$ cat config.mk
export PLATFORM = sky130hd
export DESIGN_NAME = fetch_stage
export DESIGN_NICKNAME = d
export VERILOG_FILES = /design/src/rtl/cpu_pkg.sv /design/src/rtl/fetch_perf_counters.sv /design/src/rtl/fetch_stage.sv
export SDC_FILE = /design/constraint.sdc
export NUM_CORES = 1
export LEC_CHECK = 0
export BUFFER_PORTS_ARGS = -buffer_cell sky130_fd_sc_hd__buf_2
export CELL_PAD_IN_SITES_DETAIL_PLACEMENT = 1
export CELL_PAD_IN_SITES_GLOBAL_PLACEMENT = 1
export CORE_ASPECT_RATIO = 0.7
export CORE_MARGIN = 3
export CORE_UTILIZATION = 37
export CTS_CLUSTER_SIZE = 20
export DETAILED_ROUTE_END_ITERATION = 10
export PLACE_DENSITY_LB_ADDON = 0.05
export SLEW_MARGIN = 20
export SYNTH_ARGS = -nofsm -noshare
export SYNTH_HDL_FRONTEND = slang
export SYNTH_SLANG_ARGS = --single-unit
$ cat constraint.sdc
create_clock -name clk -period 2.8 [get_ports clk]
set_input_delay 0.42 -clock clk [delete_from_list [all_inputs] [get_ports clk]]
set_output_delay 0.42 -clock clk [all_outputs]
set_load 0.03 [all_outputs]
$ cat src/rtl/cpu_pkg.sv
// cpu_pkg: shared widths, opcodes and fetch FSM state type for the CPU core.
package cpu_pkg;
  localparam int PC_W = 16;
  localparam int INSTR_W = 20;
  localparam logic [4:0] OPCODE_HALT = 5'b11111;
  localparam logic [INSTR_W-1:0] NOP_INSTR = '0;
  typedef enum logic [1:0] {BOOT, RUN, HALT} fetch_state_t;
endpackage

$ cat src/rtl/fetch_perf_counters.sv
// fetch_perf_counters: wrapping instruction counter and saturating stall counter.
module fetch_perf_counters (
  input  logic        clk,
  input  logic        reset,
  input  logic        instr_inc,
  input  logic        stall_inc,
  output logic [15:0] instr_count,
  output logic [15:0] stall_count
);
  logic [15:0] instr_q, instr_d, stall_q, stall_d;
  always_comb begin
    instr_d = instr_inc ? instr_q + 16'd1 : instr_q;
    stall_d = (stall_inc && stall_q != 16'hFFFF) ? stall_q + 16'd1 : stall_q;
  end
  always_ff @(posedge clk or negedge reset)
    if (!reset) begin
      instr_q <= '0;
      stall_q <= '0;
    end else begin
      instr_q <= instr_d;
      stall_q <= stall_d;
    end
  assign instr_count = instr_q;
  assign stall_count = stall_q;
endmodule

$ cat src/rtl/fetch_stage.sv
// fetch_stage: PC register, next-PC selection and BOOT/RUN/HALT control for a 1-cycle ROM.
module fetch_stage #(
  parameter int PC_W = 16,
  parameter int INSTR_W = 20,
  parameter logic [PC_W-1:0] RESET_PC = '0
) (
  input  logic               clk,
  input  logic               reset,
  input  logic               stall,
  input  logic               select_pc_mux,
  input  logic [PC_W-1:0]    branch_address,
  output logic [PC_W-1:0]    imem_addr,
  input  logic [INSTR_W-1:0] imem_rdata,
  output logic [PC_W-1:0]    pc_fetch,
  output logic [INSTR_W-1:0] instruction_fetch,
  output logic               fetch_valid,
  output logic               halted,
  output logic [15:0]        instr_count,
  output logic [15:0]        stall_count
);
  import cpu_pkg::*;
  fetch_state_t state_q, state_d;
  logic [PC_W-1:0] pc_q, pc_d;
  logic run, halt_detect;
  assign run = state_q == RUN;
  assign halt_detect = run && !stall && !select_pc_mux && imem_rdata[INSTR_W-1 -: 5] == OPCODE_HALT;
  // pc_d is the address issued to the ROM, so it becomes pc_q alongside its data
  always_comb begin
    pc_d = state_q == BOOT ? RESET_PC
         : (!run || halt_detect || stall) ? pc_q
         : select_pc_mux ? branch_address
         : pc_q + PC_W'(1);
    state_d = state_q == BOOT ? RUN : halt_detect ? HALT : state_q;
  end
  always_ff @(posedge clk or negedge reset)
    if (!reset) begin
      state_q <= BOOT;
      pc_q <= RESET_PC;
    end else begin
      state_q <= state_d;
      pc_q <= pc_d;
    end
  assign imem_addr = !reset ? RESET_PC : pc_d;
  assign pc_fetch = pc_q;
  assign fetch_valid = run;
  assign halted = state_q == HALT;
  assign instruction_fetch = run ? imem_rdata : NOP_INSTR;
  fetch_perf_counters u_perf (
    .clk(clk),
    .reset(reset),
    .instr_inc(run && !stall),
    .stall_inc(run && stall),
    .instr_count(instr_count),
    .stall_count(stall_count)
  );
endmodule
==> After elaboration in Yosys (flattened, before gate mapping) <==
Cells that the tools add are included.
{ "op_classes": {"eq_ne": 4, "reduce_logical": 12, "add_sub_neg": 3, "muxes": 7} }
{ "op_table": {"columns": ["op", "count"], "rows": [
  ["$mux 16", 4],
  ["$add 16x1->16 const B", 3],
  ["$mux 20", 1],
  ["$ne 16x16->1 const B", 1],
  ["$eq 5x5->1 const B", 1],
  ["$logic_and 1x1->1", 5],
  ["$mux 2", 2],
  ["$logic_not 1->1", 3],
  ["$eq 2x1->1 const B", 1],
  ["$eq 2x2->1 const B", 1],
  ["$logic_not 2->1", 1],
  ["$logic_or 1x1->1", 2],
  ["$reduce_bool 2->1", 1]
]} }
{ "word_totals": {"out_inout_bits": 86, "word_cells": 30, "in_bits": 40, "register_bits": 50} }

==> Longest topological paths before layout <==
{ "logic_depth": {"ltp_word": 9, "depth_mapped": 8, "depth_no_buf": 6} }

==> Hierarchy <==
A second synthesis with hierarchy kept.
{ "unflattened": {"hier_cells": 341, "area_unflattened_um2": 3083.0} }
{ "by_module_without_submodules": {"columns": ["module", "cells_each", "seq_area_each_um2", "instances", "area_per_inst_um2"], "rows": [
  ["fetch_perf_counters", 139, 800.8, 1, 1541.5],
  ["fetch_stage", 202, 450.4, 1, 1541.5]
]} }

==> Worst setup path before layout <==
No wires, ideal clock.
{ "synth_timing": {"kind": "flip-flop to output port", "startpoint": "reg pc_q[0], in the netlist pc_fetch[0]", "endpoint": "out imem_addr[12]", "arrival_ns": 2.055, "path_buffers": 0, "path_slack_ns": 0.325, "required_time_ns": 2.380, "stages_incl_launch_ff": 7, "path_cell_list": "dfrtp_1 > ha_1 > nand4_1 > nor4_1 > nand3_1 > and3b_1 > nor2_1"} }
{ "synth_between": {"elab_chain_len": 5} }
{ "synth_rtl": {"columns": ["item", "line", "rtl"], "rows": [
  ["start, declared", "fetch_stage.sv:23", "logic [PC_W-1:0] pc_q, pc_d;"],
  ["start signal, assigned", "fetch_stage.sv:41", "pc_q <= pc_d;"],
  ["$add 16x1->16", "fetch_stage.sv:32", ": pc_q + PC_W'(1);"],
  ["$mux 16", "fetch_stage.sv:31", ": select_pc_mux ? branch_address"],
  ["$mux 16", "fetch_stage.sv:30", ": (!run || halt_detect || stall) ? pc_q"],
  ["$mux 16", "fetch_stage.sv:29", "pc_d = state_q == BOOT ? RESET_PC"],
  ["$mux 16", "fetch_stage.sv:43", "assign imem_addr = !reset ? RESET_PC : pc_d;"],
  ["end, declared", "fetch_stage.sv:12", "output logic [PC_W-1:0] imem_addr,"]
]} }
Every way passes these cells.

==> Worst setup path after layout <==
{ "layout_timing": {"startpoint": "reg state_q[1]", "endpoint": "out imem_addr[5]"} }
{ "layout_between": {"elab_chain_len": 9, "elab_cells_between_ends": 11, "classes_between": "eq/ne: 1; mux: 3; reduce/logical: 7"} }
{ "layout_rtl": {"columns": ["item", "line", "rtl"], "rows": [
  ["start, declared", "fetch_stage.sv:22", "fetch_state_t state_q, state_d;"],
  ["start signal, assigned", "fetch_stage.sv:40", "state_q <= state_d;"],
  ["$eq 2x1->1", "fetch_stage.sv:25", "assign run = state_q == RUN;"],
  ["$logic_and 1x1->1 (3 in series)", "fetch_stage.sv:26", "assign halt_detect = run && !stall && !select_pc_mux && imem_rdata[INSTR_W-1 -: 5] == OPCODE_HALT;"],
  ["$logic_or 1x1->1 (2 in series)", "fetch_stage.sv:30", null],
  ["$mux 16", "fetch_stage.sv:30", null],
  ["$mux 16 *", "fetch_stage.sv:29", null],
  ["$mux 16 *", "fetch_stage.sv:43", null]
]} }
Every way passes the cells marked *; elsewhere a longest branch is shown, timed or not.

==> results.json <==
{
  "outcome": "finished, final reports clean",
  "die_x_um": 112,
  "post-route-period-util": 0.968,
  "leakage_uw": 0.00188,
  "yosys.area_share.simple": 0.309,
  "avgSynthCellArea_um2": 9.09,
  "rows": 26,
  "hold_buffers": 0,
  "synthXorXnorAreaFrac": 0.0868,
  "vdd_drop_max_v": 0.000533,
  "syn_inst": 322,
  "multi_input_area_um2": 1600,
  "timing.hold.ws_ps": 297,
  "setup-tns-final_ps": 0,
  "grt_pass1_vias": 2884,
  "synth_compound_area_frac": 0.113,
  "seq_power_share": 0.372,
  "finClkSkew_ps": 3.42,
  "synth-adder-area-share": 0.0128,
  "p_sw_uw": 1320,
  "placed_cells": 539,
  "worstMarginPinSlew_ps": 659,
  "initial_core_util": 0.391,
  "fill_cells": 918,
  "p_per_area_nw_per_um2": 763,
  "dr.first_iter.drc_count": 67,
  "critPathKind": "reg2out",
  "grt_max_degree": 51,
  "coreArea_um2": 7480,
  "setup.worst_path.end_class": "output port",
  "gp_congestion": 0.783,
  "area_delta_synth_final_pct": 31.4,
  "nets": 491,
  "num_vias": 2900,
  "swShare": 0.448,
  "cap_violations": 0,
  "cp.required_ps": 2380,
  "die_y_um": 80.4,
  "netlist_area_um2": 2930,
  "rsz0062_at_grt": "true",
  "cts.sinks": 50,
  "worstPathMaxFanout": 16,
  "htreeDepth": 2,
  "ys_async_sr_fraction": 1.00,
  "r2r_slack_ps": 650,
  "synth_mux_area_frac": 0.0150,
  "wl_per_cell_um": 16.9,
  "final_common_cell": "buf_2",
  "setup_viol_count_final": 0,
  "timing.rr.start": "state_q[0]",
  "tritoncts": "yes",
  "drt_first_pass_iters": 4,
  "post-route-drc-count": 0,
  "register_area_um2": 1250,
  "power_frac_comb": 0.413,
  "worstSetupStartpointType": "flop",
  "finalMaxSlewViolations": 0,
  "grt_antenna_before_repair": 0,
  "grt_pass1_wl_um": 15100,
  "layout-drive-gt1-share": 0.359,
  "worstHoldPathType": "in2async",
  "power.share.clock": 0.215,
  "clock_latency_ps": 290,
  "relSlewSlack": 0.561,
  "critPathArrivalTime_ps": 2290,
  "layout_common_cells": "buf_2 (125), dfrtp_1 (49), nor2_1 (44)",
  "drt-total-wl_um": 9260,
  "intPower_uw": 1620,
  "vias_per_cell": 5.30,
  "dieArea_um2": 9030,
  "synth-edff-count": 0,
  "synth-seq-area-share": 0.427,
  "dp_hpwl_um": 7180,
  "max_clock_freq_mhz": 369,
  "io_pins": 126,
  "place_ws_ps": 373,
  "clockRootBuffer": "clkbuf_16",
  "io_buffers": 125,
  "stdcell_count": 547,
  "cts_buffer_depth": 2,
  "antenna_left": 0,
  "synth_top_flop_cell": "dfrtp_1",
  "min_period_ps": 2710,
  "ys_ff_latch": 50,
  "reg2reg_depth": 5,
  "gr-usage-all-layers": 0.208,
  "ys_warn_count": 0,
  "cts_buffers": 5,
  "crit-reg2reg-capture": "u_perf.stall_count[14]",
  "utilization": 0.514,
  "hold_viol": 0,
  "synth_top_family_by_area": "simple AND/OR/NAND/NOR gates",
  "synth.distinct_cells": 48,
  "layout_setup_ws_ps": 89.9,
  "syn_nets": 365,
  "clkTransAtPathRegs_ps": 70,
  "overflow": 0,
  "antenna_cells": 0
}
metrics by stage:
stage / power [µW] / area, µm²
3_3_place_gp: 2280 / 3660
5_1_grt: 3110 / 3850
4_1_cts: 2960 / 3820
2_1_floorplan: 1910 / 2930
3_5_place_dp: 2320 / 3660
6_report: 2940 / 3850
layout make-up:
cell class | instances | share of cell area
clock buffer | 6 | 0.0361
timing repair buffer | 133 | 0.178
multi-input combinational | 249 | 0.416
clock inverter | 2 | 0.00325
sequential | 50 | 0.326
inverter | 9 | 0.00878
tap | 98 | 0.0319
synth_stat cells (9+ instances only):
master / instances / area (µm²)
dfrtp_1: 50 / 1250
nor2_1: 44 / 165
nand2_1: 25 / 93.8
and2_1: 23 / 144
xnor2_1: 20 / 175
nand3_1: 17 / 85.1
nand4_1: 12 / 75.1
a21oi_1: 10 / 50.1
o21ai_0: 10 / 50.1
clkbuf_1: 9 / 33.8
inv_1: 9 / 33.8
xor2_1: 9 / 78.8
cells by family (layout without fill, tap and decap cells):
logic type                 after synthesis  count (layout)
xor gates and xnor gates                29              29
muxes                                    4               4
AOI/OAI and AO/OA                       49              49
DFF                                     50              50
buffers and inverters                   23             150
adders and majority gates                3               3
and+or+nand+nor                        164             164
flip-flops by register name, summed over array words and instances (netlist names):
name	count
state_q	2
u_perf.stall_count	16
u_perf.instr_count	16
pc_fetch	16
repair_timing:
action,in CTS,in global routing
setup buffers,0,0
resized for setup,0,6
endpoints found under the setup margin,0,11
power by group through the flow:
stage	combinational [µW]	clock [µW]	sequential, µW
2_1_floorplan	573	0	1340
3_3_place_gp	1180	0	1100
3_5_place_dp	1210	0	1110
4_1_cts	1220	649	1090
5_1_grt	1310	675	1130
6_report	1210	631	1090
worst max-delay path by stage:
| stage | start | to | slack (ps) | cells after the start |
|---|---|---|---|---|
| 6_report | state_q[1] | imem_addr[5] | 90 | 6 |
| 5_1_grt | pc_fetch[0] | imem_addr[12] | -1 | 7 |
| 4_1_cts | state_q[1] | imem_addr[9] | 70 | 7 |
| 3_5_place_dp | stall | imem_addr[9] | 370 | 8 |
| 3_3_place_gp | stall | imem_addr[7] | 400 | 8 |
| 2_1_floorplan | pc_fetch[0] | imem_addr[12] | 330 | 6 |
routing by layer:
metal	share of wire	vias up	global-route usage
met5	0	-	0
li1	-	1370	-
met1	0.47	1417	0.278
met4	0.017	0	0.0552
met3	0.071	15	0.0512
met2	0.44	98	0.337
critical path, stage by stage (launching register included):
cell	delay, ps
dfrtp_2	480
or3b_4	450
a21o_1	210
buf_4	210
o2bb2ai_1	260
nor2b_1	180
buf_2	210
No activity file was read; power rests on OpenSTA's default activity.
